[config.mk]
export PLATFORM = sky130hd
export DESIGN_NAME = rgb2grey_axis
export DESIGN_NICKNAME = d
export VERILOG_FILES = /design/src/rtl/rgb2grey_axis.sv
export SDC_FILE = /design/constraint.sdc
export NUM_CORES = 1
export LEC_CHECK = 0
export ABC_CLOCK_PERIOD_IN_PS = 11000
export CORE_MARGIN = 10
export CORE_UTILIZATION = 64
export CTS_CLUSTER_SIZE = 20
export DETAILED_ROUTE_END_ITERATION = 6
export PLACE_DENSITY = 0.9
export SKIP_CTS_REPAIR_TIMING = 1
export SYNTH_ARGS = -nofsm -noshare
export SYNTH_HDL_FRONTEND = slang
export SYNTH_SLANG_ARGS = --single-unit
[constraint.sdc]
create_clock -name clk_i -period 11 [get_ports clk_i]
set_input_delay 2.2 -clock clk_i [delete_from_list [all_inputs] [get_ports clk_i]]
set_output_delay 2.2 -clock clk_i [all_outputs]
set_load 0.02 [all_outputs]
[src/rtl/rgb2grey_axis.sv]
// RGB to greyscale AXI-Stream converter: a 2-entry input skid buffer feeds a
// 3-stage luma pipeline (products, sum+round, shift+replicate) with a per-frame bypass mode.
`timescale 1ns/1ps
module rgb2grey_axis #(
  parameter int unsigned COEF_R = 77,
  parameter int unsigned COEF_G = 150,
  parameter int unsigned COEF_B = 29
) (
  input  logic        clk_i,
  input  logic        rst_i,
  input  logic        enable_i,
  input  logic        s_axis_tvalid_i,
  output logic        s_axis_tready_o,
  input  logic [23:0] s_axis_tdata_i,
  input  logic        s_axis_tuser_i,
  output logic        m_axis_tvalid_o,
  input  logic        m_axis_tready_i,
  output logic [23:0] m_axis_tdata_o,
  output logic        m_axis_tuser_o,
  output logic        mode_o,
  output logic [15:0] frame_cnt_o
);
  localparam int DATA_W = 24;
  localparam int COEF_W = 8;
  localparam int PROD_W = 2 * COEF_W;
  localparam int SUM_W  = PROD_W + 1;
  localparam int WORD_W = DATA_W + 2;
  localparam logic [COEF_W-1:0] CR = COEF_W'(COEF_R);
  localparam logic [COEF_W-1:0] CG = COEF_W'(COEF_G);
  localparam logic [COEF_W-1:0] CB = COEF_W'(COEF_B);

  if ((COEF_R + COEF_G + COEF_B) != 256 || COEF_R > 255 || COEF_G > 255 || COEF_B > 255)
  begin : g_coef_check
    $error("rgb2grey_axis: luma weights must be 8-bit and sum to 256");
  end

  function automatic logic [SUM_W-1:0] round_sum(input logic [PROD_W-1:0] pr,
                                                 input logic [PROD_W-1:0] pg,
                                                 input logic [PROD_W-1:0] pb);
    return {1'b0, pr} + {1'b0, pg} + {1'b0, pb} + SUM_W'(128);
  endfunction

  // Weights sum to 256, so the top bit never sets; saturate defensively anyway.
  function automatic logic [COEF_W-1:0] sat_shift(input logic [SUM_W-1:0] s);
    return s[SUM_W-1] ? '1 : COEF_W'(s >> 8);
  endfunction

  logic [WORD_W-1:0] buf_q [2];
  logic [WORD_W-1:0] buf_d [2];
  logic              wr_ptr_q, wr_ptr_d, rd_ptr_q, rd_ptr_d;
  logic [1:0]        cnt_q, cnt_d;
  logic              tready_q, tready_d;
  logic              mode_q, mode_d;
  logic [15:0]       frame_cnt_q, frame_cnt_d;
  logic              in_hs, in_mode, push, pop, load_p0;
  logic              rdy_p0, rdy_p1, rdy_p2;
  logic [WORD_W-1:0] in_word, src_word;

  logic              vld_p0_q, vld_p0_d, user_p0_q, user_p0_d, grey_p0_q, grey_p0_d;
  logic [PROD_W-1:0] prod_r_p0_q, prod_r_p0_d, prod_g_p0_q, prod_g_p0_d;
  logic [PROD_W-1:0] prod_b_p0_q, prod_b_p0_d;
  logic [DATA_W-1:0] data_p0_q, data_p0_d;
  logic              vld_p1_q, vld_p1_d, user_p1_q, user_p1_d, grey_p1_q, grey_p1_d;
  logic [SUM_W-1:0]  sum_p1_q, sum_p1_d;
  logic [DATA_W-1:0] data_p1_q, data_p1_d;
  logic              vld_p2_q, vld_p2_d, user_p2_q, user_p2_d;
  logic [DATA_W-1:0] data_p2_q, data_p2_d;

  // Each pixel carries the mode it was accepted under, so a frame keeps its mode
  // even while an earlier frame is still draining from the pipeline.
  always_comb begin
    in_hs    = s_axis_tvalid_i & tready_q;
    in_mode  = s_axis_tuser_i ? enable_i : mode_q;
    in_word  = {in_mode, s_axis_tuser_i, s_axis_tdata_i};
    rdy_p2   = ~vld_p2_q | m_axis_tready_i;
    rdy_p1   = ~vld_p1_q | rdy_p2;
    rdy_p0   = ~vld_p0_q | rdy_p1;
    pop      = rdy_p0 & (cnt_q != 2'd0);
    push     = in_hs & ~(rdy_p0 & (cnt_q == 2'd0));
    load_p0  = pop | (in_hs & ~push);
    src_word = (cnt_q == 2'd0) ? in_word : buf_q[rd_ptr_q];
    buf_d    = buf_q;
    if (push) buf_d[wr_ptr_q] = in_word;
    wr_ptr_d    = wr_ptr_q ^ push;
    rd_ptr_d    = rd_ptr_q ^ pop;
    cnt_d       = cnt_q + {1'b0, push} - {1'b0, pop};
    tready_d    = (cnt_d != 2'd2);
    mode_d      = (in_hs & s_axis_tuser_i) ? enable_i : mode_q;
    frame_cnt_d = frame_cnt_q + {15'd0, in_hs & s_axis_tuser_i};
  end

  always_comb begin
    // p0: per-channel products
    vld_p0_d    = rdy_p0 ? load_p0 : vld_p0_q;
    data_p0_d   = data_p0_q;
    user_p0_d   = user_p0_q;
    grey_p0_d   = grey_p0_q;
    prod_r_p0_d = prod_r_p0_q;
    prod_g_p0_d = prod_g_p0_q;
    prod_b_p0_d = prod_b_p0_q;
    if (load_p0) begin
      data_p0_d   = src_word[DATA_W-1:0];
      user_p0_d   = src_word[DATA_W];
      grey_p0_d   = src_word[DATA_W+1];
      prod_r_p0_d = PROD_W'(CR) * PROD_W'(src_word[7:0]);
      prod_g_p0_d = PROD_W'(CG) * PROD_W'(src_word[15:8]);
      prod_b_p0_d = PROD_W'(CB) * PROD_W'(src_word[23:16]);
    end
    // p1: sum with rounding offset
    vld_p1_d  = rdy_p1 ? vld_p0_q : vld_p1_q;
    sum_p1_d  = sum_p1_q;
    data_p1_d = data_p1_q;
    user_p1_d = user_p1_q;
    grey_p1_d = grey_p1_q;
    if (rdy_p1 & vld_p0_q) begin
      sum_p1_d  = round_sum(prod_r_p0_q, prod_g_p0_q, prod_b_p0_q);
      data_p1_d = data_p0_q;
      user_p1_d = user_p0_q;
      grey_p1_d = grey_p0_q;
    end
    // p2: shift, replicate or bypass
    vld_p2_d  = rdy_p2 ? vld_p1_q : vld_p2_q;
    data_p2_d = data_p2_q;
    user_p2_d = user_p2_q;
    if (rdy_p2 & vld_p1_q) begin
      data_p2_d = grey_p1_q ? {3{sat_shift(sum_p1_q)}} : data_p1_q;
      user_p2_d = user_p1_q;
    end
  end

  always_ff @(posedge clk_i or posedge rst_i) begin
    if (rst_i) begin
      tready_q    <= 1'b0;
      cnt_q       <= 2'd0;
      wr_ptr_q    <= 1'b0;
      rd_ptr_q    <= 1'b0;
      mode_q      <= 1'b0;
      frame_cnt_q <= 16'd0;
      vld_p0_q    <= 1'b0;
      vld_p1_q    <= 1'b0;
      vld_p2_q    <= 1'b0;
      data_p2_q   <= '0;
      user_p2_q   <= 1'b0;
    end else begin
      tready_q    <= tready_d;
      cnt_q       <= cnt_d;
      wr_ptr_q    <= wr_ptr_d;
      rd_ptr_q    <= rd_ptr_d;
      mode_q      <= mode_d;
      frame_cnt_q <= frame_cnt_d;
      vld_p0_q    <= vld_p0_d;
      vld_p1_q    <= vld_p1_d;
      vld_p2_q    <= vld_p2_d;
      data_p2_q   <= data_p2_d;
      user_p2_q   <= user_p2_d;
    end
  end

  always_ff @(posedge clk_i) begin
    buf_q       <= buf_d;
    data_p0_q   <= data_p0_d;
    user_p0_q   <= user_p0_d;
    grey_p0_q   <= grey_p0_d;
    prod_r_p0_q <= prod_r_p0_d;
    prod_g_p0_q <= prod_g_p0_d;
    prod_b_p0_q <= prod_b_p0_d;
    sum_p1_q    <= sum_p1_d;
    data_p1_q   <= data_p1_d;
    user_p1_q   <= user_p1_d;
    grey_p1_q   <= grey_p1_d;
  end

  assign s_axis_tready_o = tready_q;
  assign m_axis_tvalid_o = vld_p2_q;
  assign m_axis_tdata_o  = data_p2_q;
  assign m_axis_tuser_o  = user_p2_q;
  assign mode_o          = mode_q;
  assign frame_cnt_o     = frame_cnt_q;
endmodule

== Yosys cells after proc, flatten, opt, wreduce, memory -nomap -nowiden ==
Cells that the tools add are included.
Storage, ports and cells
  latch bits: 0
  bits in writable memories: 0
  output and inout bits: 44
  memories: 0
  memory bits (read-only): 0
  register bits after elaboration: 214
  logic and storage cells: 70
Operators by class
  shifts and indexed selects: 0
  bitwise logic cells: 21
  $lt $le $gt $ge: 3
  add/subtract/negate cells: 6
  multiply operators: 3
  eq/ne operators: 1
  mux-type cells: 10
  reductions and logical operators: 3
  divide/modulo/power cells: 0
Operator list (count)
  26-bit 2-to-1 mux: 5
  52-bit bitwise mux: 1
  7-bit by 8-bit multiplier with 15-bit output (first input constant): 2
  26-bit demux with 1-bit select: 1
  24-bit 2-to-1 mux: 1
  15-bit by 16-bit adder with 17-bit output: 1
  17-bit by 13-bit adder with 17-bit output: 1
  17-bit by 8-bit adder with 17-bit output (second input constant): 1
  16-bit by 1-bit adder with 16-bit output: 1
  5-bit by 8-bit multiplier with 13-bit output (first input constant): 1
  1-bit AND: 8
  8-bit 2-to-1 mux: 1
  1-bit NOT: 5
  2-bit >= comparator (second input constant): 2
  1-bit NOT with 2-bit output: 2
  1-bit bitwise OR: 4
  2-bit by 1-bit adder with 2-bit output: 1
  2-bit zero test: 1
  2-bit by 1-bit < comparator with 1-bit output (second input constant): 1
  2-bit inequality test (second input constant): 1
  2-bit nonzero test: 1
  2-bit by 1-bit subtractor with 2-bit output: 1
  1-bit XOR: 2
  1-bit logical AND: 1
  1-bit 2-to-1 mux: 1

== Logic depth before layout (Yosys ltp) ==
  depth after elaboration: 10
  gate-level depth with buffers: 18

== Worst setup path before layout ==
Ideal clock, no wire load.
  path kind: in2reg
  start: in m_axis_tready_i
  end: reg data_p0_q[0], enable pin
  arrival: 5.567 ns
  path buffers: 0
  setup slack: 4.926 ns
  stages on the path: 3
  cells stage by stage: nor2b_1 -> and3_1 -> a21oi_1
On the way
  cells in the longest elaborated chain, start to end: 9
  elaborated cells between the ends (all ways): 10
Ends and longest elaborated chain
  from (decl): RTL line 17  | input logic m_axis_tready_i,
  1-bit bitwise OR (*): RTL line 75  | rdy_p2 = ~vld_p2_q | m_axis_tready_i;
  1-bit bitwise OR (*): RTL line 76  | rdy_p1 = ~vld_p1_q | rdy_p2;
  1-bit bitwise OR (*): RTL line 77  | rdy_p0 = ~vld_p0_q | rdy_p1;
  1-bit AND: RTL line 79  | push = in_hs & ~(rdy_p0 & (cnt_q == 2'd0));
  1-bit NOT: RTL line 79
  1-bit AND: RTL line 79
  1-bit NOT: RTL line 80  | load_p0 = pop | (in_hs & ~push);
  1-bit AND: RTL line 80
  1-bit bitwise OR (*): RTL line 80
  named net load_p0: RTL line 55  | logic in_hs, in_mode, push, pop, load_p0;
  to (signal assigned): RTL line 161  | data_p0_q <= data_p0_d;
  to (decl): RTL line 62  | logic [DATA_W-1:0] data_p0_q, data_p0_d;
Mark *: on every way through the listed nets, which the timed path passes. The rest lies on a longest branch.
A chain may end at the register's enable or synchronous reset.

== Worst setup path after layout ==
  start: in s_axis_tdata_i[4]
  end: reg prod_r_p0_q[12] (data pin)
On the way
  cells in the longest elaborated chain, start to end: 2
Ends and longest elaborated chain
  from (decl): RTL line 14  | input logic [23:0] s_axis_tdata_i,
  26-bit 2-to-1 mux: RTL line 81  | src_word = (cnt_q == 2'd0) ? in_word : buf_q[rd_ptr_q];
  named net src_word[4]: RTL line 57  | logic [WORD_W-1:0] in_word, src_word;
  7-bit by 8-bit multiplier with 15-bit output: RTL line 105  | prod_r_p0_d = PROD_W'(CR) * PROD_W'(src_word[7:0]);
  to (signal assigned): RTL line 164  | prod_r_p0_q <= prod_r_p0_d;
  to (decl): RTL line 60  | logic [PROD_W-1:0] prod_r_p0_q, prod_r_p0_d, prod_g_p0_q, prod_g_p0_d;
The timed path passes the listed nets, and every way through them passes these cells.

==> impl_metrics.toml <==
[outcome]
run_status = "completed"

[route]
drt_pass1_iterations = 5
drt_wl_total_um = 24440
via_per_inst = 5.980
ant_nets = 0
wl_per_cell_um = 20.78
drc = 0
drtIter0Drc = 644
route.vias.total = 7032

[synthesis]
synth_top_area_cell = "edfxtp_1"
synth_xor_area_share_pct = 3.994
syn_area_um2 = 10960
synth-edff-count = 151
synthCells = 857
yosys_warnings = 0
synth_fa_ha_area_share_pct = 22.12
yosys-top-cells-area = "edfxtp_1, ha_1, dfrtp_1"
syn_avg_cell_area_um2 = 12.79
synth_cell_types = 46
syn_nets = 1058
synthSimpleGateAreaFrac_pct = 6.972
async_flop_share_pct = 24.88
seq_area_frac_synth_pct = 52.77
ys_ff_latch = 201
synthMuxAreaShare_pct = 2.682
synth-compound-area-share_pct = 7.897
synth_ff_type = "edfxtp_1"
synthDominantCellAreaShare_pct = 41.36
synth_top_family_by_area = "adder cells"

[timing]
fmax_ghz = 0.1682
fin_crit_ns = 5.945
slew_violations = 0
relSlewSlack_pct = 32.47
period_share_pct = 54.05
rsz0062_at_grt = "false"
tightest_slew_ns = 1.011
setup_viol = 0
skew_ns = 0.02298
final.setup.tns_ns = 0
hold_violations = 0

[global_route]
met1_usage_pct = 24.74
grt_pass1_wl_um = 38120
grt_pass1_vias = 7314
grt_overflow = 0
grt_max_degree = 65
use_met2_pct = 38.17
track_usage_pct = 21.31
busiest_layer = "met2"
grtUsageMet3_pct = 4.087
antenna_found_initial = 1

[cts]
cts_max_level = 1
path_clk_slew_ns = 0.07
cts_tree = "built"
clk_latency_ns = 0.51
numCtsBuffers = 21
cts-root-buf = "clkbuf_16"
clockBufferDepth = 3
cts.sinks = 201

[critical_path]
worstPathMaxFanout = 5
crit_arrival_ns = 6.21
r2r-start = "rd_ptr_q"
cp_data_required_time_ns = 11.26
critPathCapture = "prod_r_p0_q[12]"
end_kind = "flop"
r2r-end = "prod_r_p0_q[12]"
r2r_slack_ns = 5.98
path_class = "in -> reg"
cp.depth = 15
critPathSlowestCell = "fa_1"
path_cells = "clkdlybuf4s50_1 > nand2_1 > o21ai_0 > ha_1 > ha_1 > inv_1 > fa_1 > fa_1 > inv_1 > ha_1 > o21a_1 > o21a_1 > and3_1 > a211oi_2 > xnor2_1"
crit_family = "adder cells"
critical-path-max-stage-delay_ns = 0.52
startpoint_type = "input port"
cp-startpoint = "s_axis_tdata_i[4]"
reg2reg_depth = 15
crit_buf_inv = 3
critical_path.most_common_cell = "ha_1"

[flow_run]
cap_violations = 0

[place]
hpwl_um = 17290
port_buffers = 73
place_congestion = 0.8994

[final_layout]
final_layout_size_suffix_gt1_share_pct = 5.969
syn_to_final_growth_pct = 15.41
mostFrequentLayoutCells = "edfxtp_1, ha_1, inv_1"
final_common_cell = "edfxtp_1"
fillers = 1001
nets = 1142

[die]
die_area_um2 = 22770
die_h_um = 150.9
core_area_um2 = 16700
io_pins = 74
die_w_um = 150.9
start_util_pct = 65.65
rows = 47

[min_path]
worstHoldPathType = "reg -> reg"
holdCritStartpoint = "user_p0_q"
-- routing by layer --
metal  vias up  part of all wire [%]
met1      3454                    38
li1       3233                     -
met3        64                   7.0
met4         0                   3.4
met5         -                     0
met2       281                    52
-- worst min-delay path by stage --
stage | end | slack (ns) | depth (start not counted)
global route | data_p1_q[2] | 0.43 | 0
detailed placement | data_p1_q[2] | 0.41 | 0
CTS | data_p1_q[2] | 0.42 | 0
floorplan | data_p1_q[10] | 0.40 | 0
global placement | user_p1_q | 0.40 | 0
finish | user_p1_q | 0.43 | 0
-- worst register-to-register path: stages, from the launching register on --
cell and delay, ns:
dfrtp_1 0.33, buf_4 0.40, mux2i_1 0.17, o21ai_0 0.79, ha_1 0.37, ha_1 0.28
inv_1 0.06, fa_1 0.51, fa_1 0.52, inv_1 0.04, ha_1 0.36, o21a_1 0.20
o21a_1 0.17, and3_1 0.20, a211oi_2 0.26, xnor2_1 0.09
-- cells in the mapped netlist (2+ instances only) --
cell	instances
edfxtp_1	151
ha_1	133
inv_1	83
nand2_1	73
dfrtp_1	50
o21ai_0	46
fa_1	38
xnor2_1	38
mux2i_1	26
nor2_1	25
o22ai_1	25
a21oi_1	18
nand3_1	16
clkbuf_1	13
o21a_1	13
nor3_1	12
xor2_1	12
a21o_1	11
and3_1	10
nand2b_1	5
nor2b_1	5
and2_1	4
buf_2	4
nand4_1	4
a21oi_2	3
a31o_2	3
buf_1	3
mux2_2	3
o211ai_1	3
o21bai_1	3
or3_1	3
a211oi_2	2
a311oi_1	2
a31oi_1	2
and4_1	2
or2_2	2
or4_1	2
-- layout make-up --
cell class,instances,area [µm²],area share (%)
Timing Repair Buffer,81,790.8,6.249
Antenna cell,1,2.502,0.01978
Clock inverter,9,77.57,0.6131
Inverter,83,311.5,2.462
Clock buffer,28,604.3,4.776
Multi-Input combinational cell,553,4806,37.98
Sequential cell,201,5786,45.72
Tap cell,220,275.3,2.175
-- per-stage QoR --
stage / cell area (µm²) / utilization, % / worst slack [ns] / cells / hold WS [ns]
4_1_cts: 12650 / 75.75 / 5.145 / 1175 / 0.4230
5_1_grt: 12650 / 75.75 / 4.997 / 1175 / 0.4344
3_5_place_dp: 11970 / 71.67 / 4.653 / 1138 / 0.4117
6_report: 12650 / 75.76 / 5.055 / 1176 / 0.4253
2_1_floorplan: 10960 / - / 4.926 / 857 / 0.4003
3_3_place_gp: 11970 / 71.67 / 4.797 / 1138 / 0.4032
-- sequential cells by signal, indices dropped and copies added, names as in the netlist --
register / flops
buf_q: 52
cnt_q: 2
data_p0_q: 24
data_p1_q: 24
frame_cnt_o: 16
grey_p0_q: 1
grey_p1_q: 1
m_axis_tdata_o: 24
m_axis_tuser_o: 1
m_axis_tvalid_o: 1
mode_o: 1
prod_b_p0_q: 11
prod_g_p0_q: 14
prod_r_p0_q: 13
rd_ptr_q: 1
s_axis_tready_o: 1
sum_p1_q: 9
user_p0_q: 1
user_p1_q: 1
vld_p0_q: 1
vld_p1_q: 1
wr_ptr_q: 1
-- kinds of logic after synthesis --
logic type | after synthesis
adders and majority gates | 171
AOI/OAI and AO/OA | 138
xor gates and xnor gates | 50
and+or+nand+nor | 165
muxes | 29
buffers and inverters | 103
DFF | 201
Power is left out: the tool's default activity adds up to more than one toggle a clock period on the data nets, which glitch-free logic cannot reach.
==> variant 1, RTL diff (same flow settings) <==
Take the reset off `data_p2_q` and load it in a clocked block of its own.
--- a/src/rtl/rgb2grey_axis.sv
+++ b/src/rtl/rgb2grey_axis.sv
@@ -140,5 +140,4 @@
       vld_p1_q    <= 1'b0;
       vld_p2_q    <= 1'b0;
-      data_p2_q   <= '0;
       user_p2_q   <= 1'b0;
     end else begin
@@ -152,7 +151,10 @@
       vld_p1_q    <= vld_p1_d;
       vld_p2_q    <= vld_p2_d;
-      data_p2_q   <= data_p2_d;
       user_p2_q   <= user_p2_d;
     end
+  end
+
+  always_ff @(posedge clk_i) begin
+    data_p2_q <= data_p2_d;
   end
 
Formal check against the unedited RTL: not equivalent (a bounded check fails within 10 cycles, from zero or initial values and one cycle with rst_i high; the reset may be asserted at any time).
==> variant 1 against the unedited design <==
  * Worst setup slack gained 200 ps
  * Sequential cell count is the same
  * Sequential share of layout area grew 1.2 points
  * Synthesized cell count shrank 6.1%
  * Register-to-register slack gained 230 ps
  * Global-route usage shrank 1.6 points
  * Area after synthesis shrank 0.40%
  * Final area shrank 0.53%
  * Wire length shrank 8.4%
  * Critical endpoint unchanged
Power is not shown: default switching activity piles up to over one toggle a cycle in this logic, so the estimate is an artifact.
==> variant 1: results (changes against the unedited design) <==
| Metric | Value |
|---|---|
| Worst-path maximum fanout | 5 (unchanged) |
| Final GP Congestion | 0.879 (was 0.899) |
| Final Max Slew Viols | 0 (unchanged) |
| Met1 wire length | 8760 um (was 9230 um) |
| Max clock buf depth | 3 (unchanged) |
| Post-synth top area cell | edfxtp_1 (unchanged) |
| Max FFs per register | 52 (unchanged) |
| Sequential area share after synthesis | 0.541 (was 0.528) |
| Synth Area in Compound Gates | 0.0738 (was 0.0790) |
| Via count | 6556 (was 7032) |
| R2R setup slack | 6210 ps (was 5980 ps) |
| Antenna violations before repair | 2 (was 1) |
| Post-Route Skew | 10.1 ps (was 23.0 ps) |
| Outcome | complete, no violations (unchanged) |
| H-tree Lvls | 1 (unchanged) |
| Crit-path leading delay family | adder cells (unchanged) |
| Ys async rst share | 0.129 (was 0.249) |
| Slew headroom | 0.259 (was 0.325) |
| Min-delay worst type | register to register (unchanged) |
| Yosys warning total | 0 (unchanged) |
| Slowest-stage cell, CP | clkdlybuf4s50_1 (was fa_1) |
| XOR/XNOR Fraction of Synth Area | 0.0401 (was 0.0399) |
| DP Area | 11900 sq um (was 12000 sq um) |
| Met1 Use GR | 0.233 (was 0.247) |
| Crit path largest cell delay | 510 ps |
| DRT Wirelength | 22400 um (was 24400 um) |
| Worst-Skew Late Latency | 500 ps |
| Share of layout cells above drive strength 1 | 0.0572 (was 0.0597) |
| GR Util met3 | 0.0384 (was 0.0409) |
| Post-synth cell types | 47 (was 46) |
| Met2 WL | 11200 um (was 12700 um) |
| Critical path type | input pin to register (unchanged) |
| Tot GR Track Use | 0.197 (was 0.213) |
| M2 GR Usage | 0.343 (was 0.382) |
| Adder-cell share of the synthesized area | 0.222 (was 0.221) |
| WL met3 | 1390 um (was 1710 um) |
| Global-route wire length before repair | 34700 um (was 38100 um) |
| Post-synth EDFFs | 175 (was 151) |
| Biggest register | buf_q (unchanged) |
| Post-synth top cells | 175 x edfxtp_1, 133 x ha_1, 83 x inv_1 (was 151 x edfxtp_1, 133 x ha_1, 83 x inv_1) |
| Mux contribution to synthesized area | 0.0269 (was 0.0268) |
| Final net count | 1095 (was 1142) |
| Synth area leaders | edfxtp_1 48%, ha_1 15%, fa_1 7.0%, dfrtp_1 6.0%, xnor2_1 3.0% (was edfxtp_1 41%, ha_1 15%, dfrtp_1 11%, fa_1 6.9%, xnor2_1 3.0%) |
| Post-DP HPWL | 16200 um (was 17300 um) |
| Clk Tree Root Cell | clkbuf_16 (unchanged) |
| CP arrival | 6000 ps (was 6210 ps) |
| Syn nets | 1006 (was 1058) |
| Pre-Repair DR Iteration Count | 5 (unchanged) |
| R2R depth | 15 (unchanged) |
| FF-to-FF Start | cnt_q[1] (was rd_ptr_q) |
| Detailed Route Iter0 Violations | 414 (was 644) |
==> variant 1: layout make-up <==
type	instances	area [sq um]
repair buffers	81	791
clock buffers	32	598
multi-input cells	506	4660
well taps	220	275
clock inverters	6	40.0
flip-flops and latches	201	5910
fillers	978	4060
inverters	83	312
diodes	1	2.50
==> variant 1: how the worst min path moves through the flow <==
stage | slack, ps | from | end | cells after the start
final | 410 | data_p0_q[12] | data_p1_q[12] | 0
after global routing | 410 | data_p0_q[11] | data_p1_q[11] | 0
after CTS | 410 | data_p0_q[10] | data_p1_q[10] | 0
after detailed placement | 400 | data_p0_q[12] | data_p1_q[12] | 0
after global placement | 400 | user_p0_q | user_p1_q | 0
after floorplan | 400 | data_p0_q[10] | data_p1_q[10] | 0
==> variant 1: metrics by stage <==
stage / cells / setup WS [ps] / hold WS (ps)
final: 1130 / 5250 / 413
after global routing: 1129 / 5020 / 414
after CTS: 1129 / 5270 / 414
after detailed placement: 1091 / 4750 / 405
after global placement: 1091 / 4790 / 402
after floorplan: 805 / 4940 / 400
==> variant 2, RTL diff (same flow settings) <==
Without the edit above. Reset style: synchronous (`rst_i`), changed in one clocked block.
--- a/src/rtl/rgb2grey_axis.sv
+++ b/src/rtl/rgb2grey_axis.sv
@@ -129,5 +129,5 @@
   end
 
-  always_ff @(posedge clk_i or posedge rst_i) begin
+  always_ff @(posedge clk_i) begin
     if (rst_i) begin
       tready_q    <= 1'b0;
Behaviour: differs if rst_i is asserted again (counterexample within 4 cycles, from zero or initial values and one cycle with rst_i high); with rst_i held inactive, the same outputs for 4 cycles.
==> variant 2 against the unedited design <==
  * First-iteration DRC count fell by 25%
  * Final area fell by 0.55%
  * Global-route usage fell by 0.86 points
  * Cell count rose by 3.3%
  * Sequential cell count did not move
  * Wire length fell by 4.0%
  * Critical path depth did not move
  * Worst setup slack improved by 8.6 ps
  * Core utilization fell by 0.15 points
  * Via count rose by 0.53%
  * Critical endpoint unchanged
  * Largest cell class unchanged
  * Area after synthesis fell by 0.27%
Power is not shown: default switching activity piles up to over one toggle a cycle in this logic, so the estimate is an artifact.
==> variant 2: results (changes against the unedited design) <==
| Metric | Value |
|---|---|
| Outcome | complete, no violations (unchanged) |
| Place WS | 4640 ps (was 4650 ps) |
| FF-to-FF Start | rd_ptr_q (unchanged) |
| Clk Tree Root Cell | clkbuf_16 (unchanged) |
| Worst hold slack | 421 ps (was 425 ps) |
| Syn avg cell area | 12.2 sq um (was 12.8 sq um) |
| Global-route wire length before repair | 36800 um (was 38100 um) |
| Ys async rst share | 0 (was 0.249) |
| Via count | 7069 (was 7032) |
| Slowest-stage cell, CP | clkdlybuf4s50_1 (was fa_1) |
| Crit-path leading delay family | adder cells (unchanged) |
| Final std cells w/o fill | 1215 (was 1176) |
| Netlist Area Pre-Place | 10900 sq um (was 11000 sq um) |
| R2R depth | 15 (unchanged) |
| Post-synth cell types | 45 (was 46) |
| Vias in the first global route | 7164 (was 7314) |
| Final GP Congestion | 0.898 (was 0.899) |
| M2 GR Usage | 0.375 (was 0.382) |
| Share of layout cells above drive strength 1 | 0.0513 (was 0.0597) |
| Sequential area share after synthesis | 0.506 (was 0.528) |
| Antenna violations before repair | 0 (was 1) |
| Synth area leaders | edfxtp_1 41%, ha_1 15%, dfxtp_1 9.2%, fa_1 7.0%, inv_1 2.8% (was edfxtp_1 41%, ha_1 15%, dfrtp_1 11%, fa_1 6.9%, xnor2_1 3.0%) |
| Fill cells | 985 (was 1001) |
| Inserted Diodes | 0 (was 1) |
| Post-DP HPWL | 16600 um (was 17300 um) |
| Syn nets | 1098 (was 1058) |
| Post-synth top cells | 151 x edfxtp_1, 133 x ha_1, 82 x inv_1 (was 151 x edfxtp_1, 133 x ha_1, 83 x inv_1) |
| Slew headroom | 0.271 (was 0.325) |
| Met1 Use GR | 0.242 (was 0.247) |
| GR Util met3 | 0.0306 (was 0.0409) |
| CP arrival | 6170 ps (was 6210 ps) |
| R2R setup slack | 6060 ps (was 5980 ps) |
| DP Area | 12000 sq um (about the same) |
| CP startpoint | s_axis_tdata_i[5] (was s_axis_tdata_i[4]) |
| DRT Wirelength | 23500 um (was 24400 um) |
| Detailed Route Iter0 Violations | 482 (was 644) |
| Clock transition at path regs | 60 ps |
| Final Max Slew Viols | 0 (unchanged) |
| Hold Path End | user_p1_q (unchanged) |
| Post-Route Skew | 22.9 ps (was 23.0 ps) |
| Tmin final | 5940 ps (was 5950 ps) |
| Tot GR Track Use | 0.205 (was 0.213) |
-- variant 2: cell types whose count changed after synthesis, sizes merged, moves of 4 or more --
cell and delta:
xnor2 -7, a211oi +23, xor2 +5, nand2b +20, o22ai -24, dfrtp -50, clkbuf +4, dfxtp +50
and2 +7, nand2 -25, o21ai -15, nor2 +46
-- variant 2: layer usage --
layer,up-vias,share of wire
met1,3435,0.39
met4,0,0.026
met3,50,0.058
met5,-,0
met2,239,0.53
li1,3345,-
-- variant 2: cells by family after synthesis --
kind of cell,share of synthesized area
fa+ha+maj,0.222
flops,0.506
mux,0.0267
xor+xnor,0.0384
buf+inv,0.0357
simple gates,0.0938
compound gates,0.0774
-- variant 2: layout make-up --
type | instances | area (sq um) | area share
inverters | 82 | 308 | 0.0245
multi-input cells | 593 | 5040 | 0.401
repair buffers | 84 | 808 | 0.0642
clock buffers | 27 | 548 | 0.0436
clock inverters | 8 | 67.6 | 0.00537
flip-flops and latches | 201 | 5540 | 0.440
well taps | 220 | 275 | 0.0219
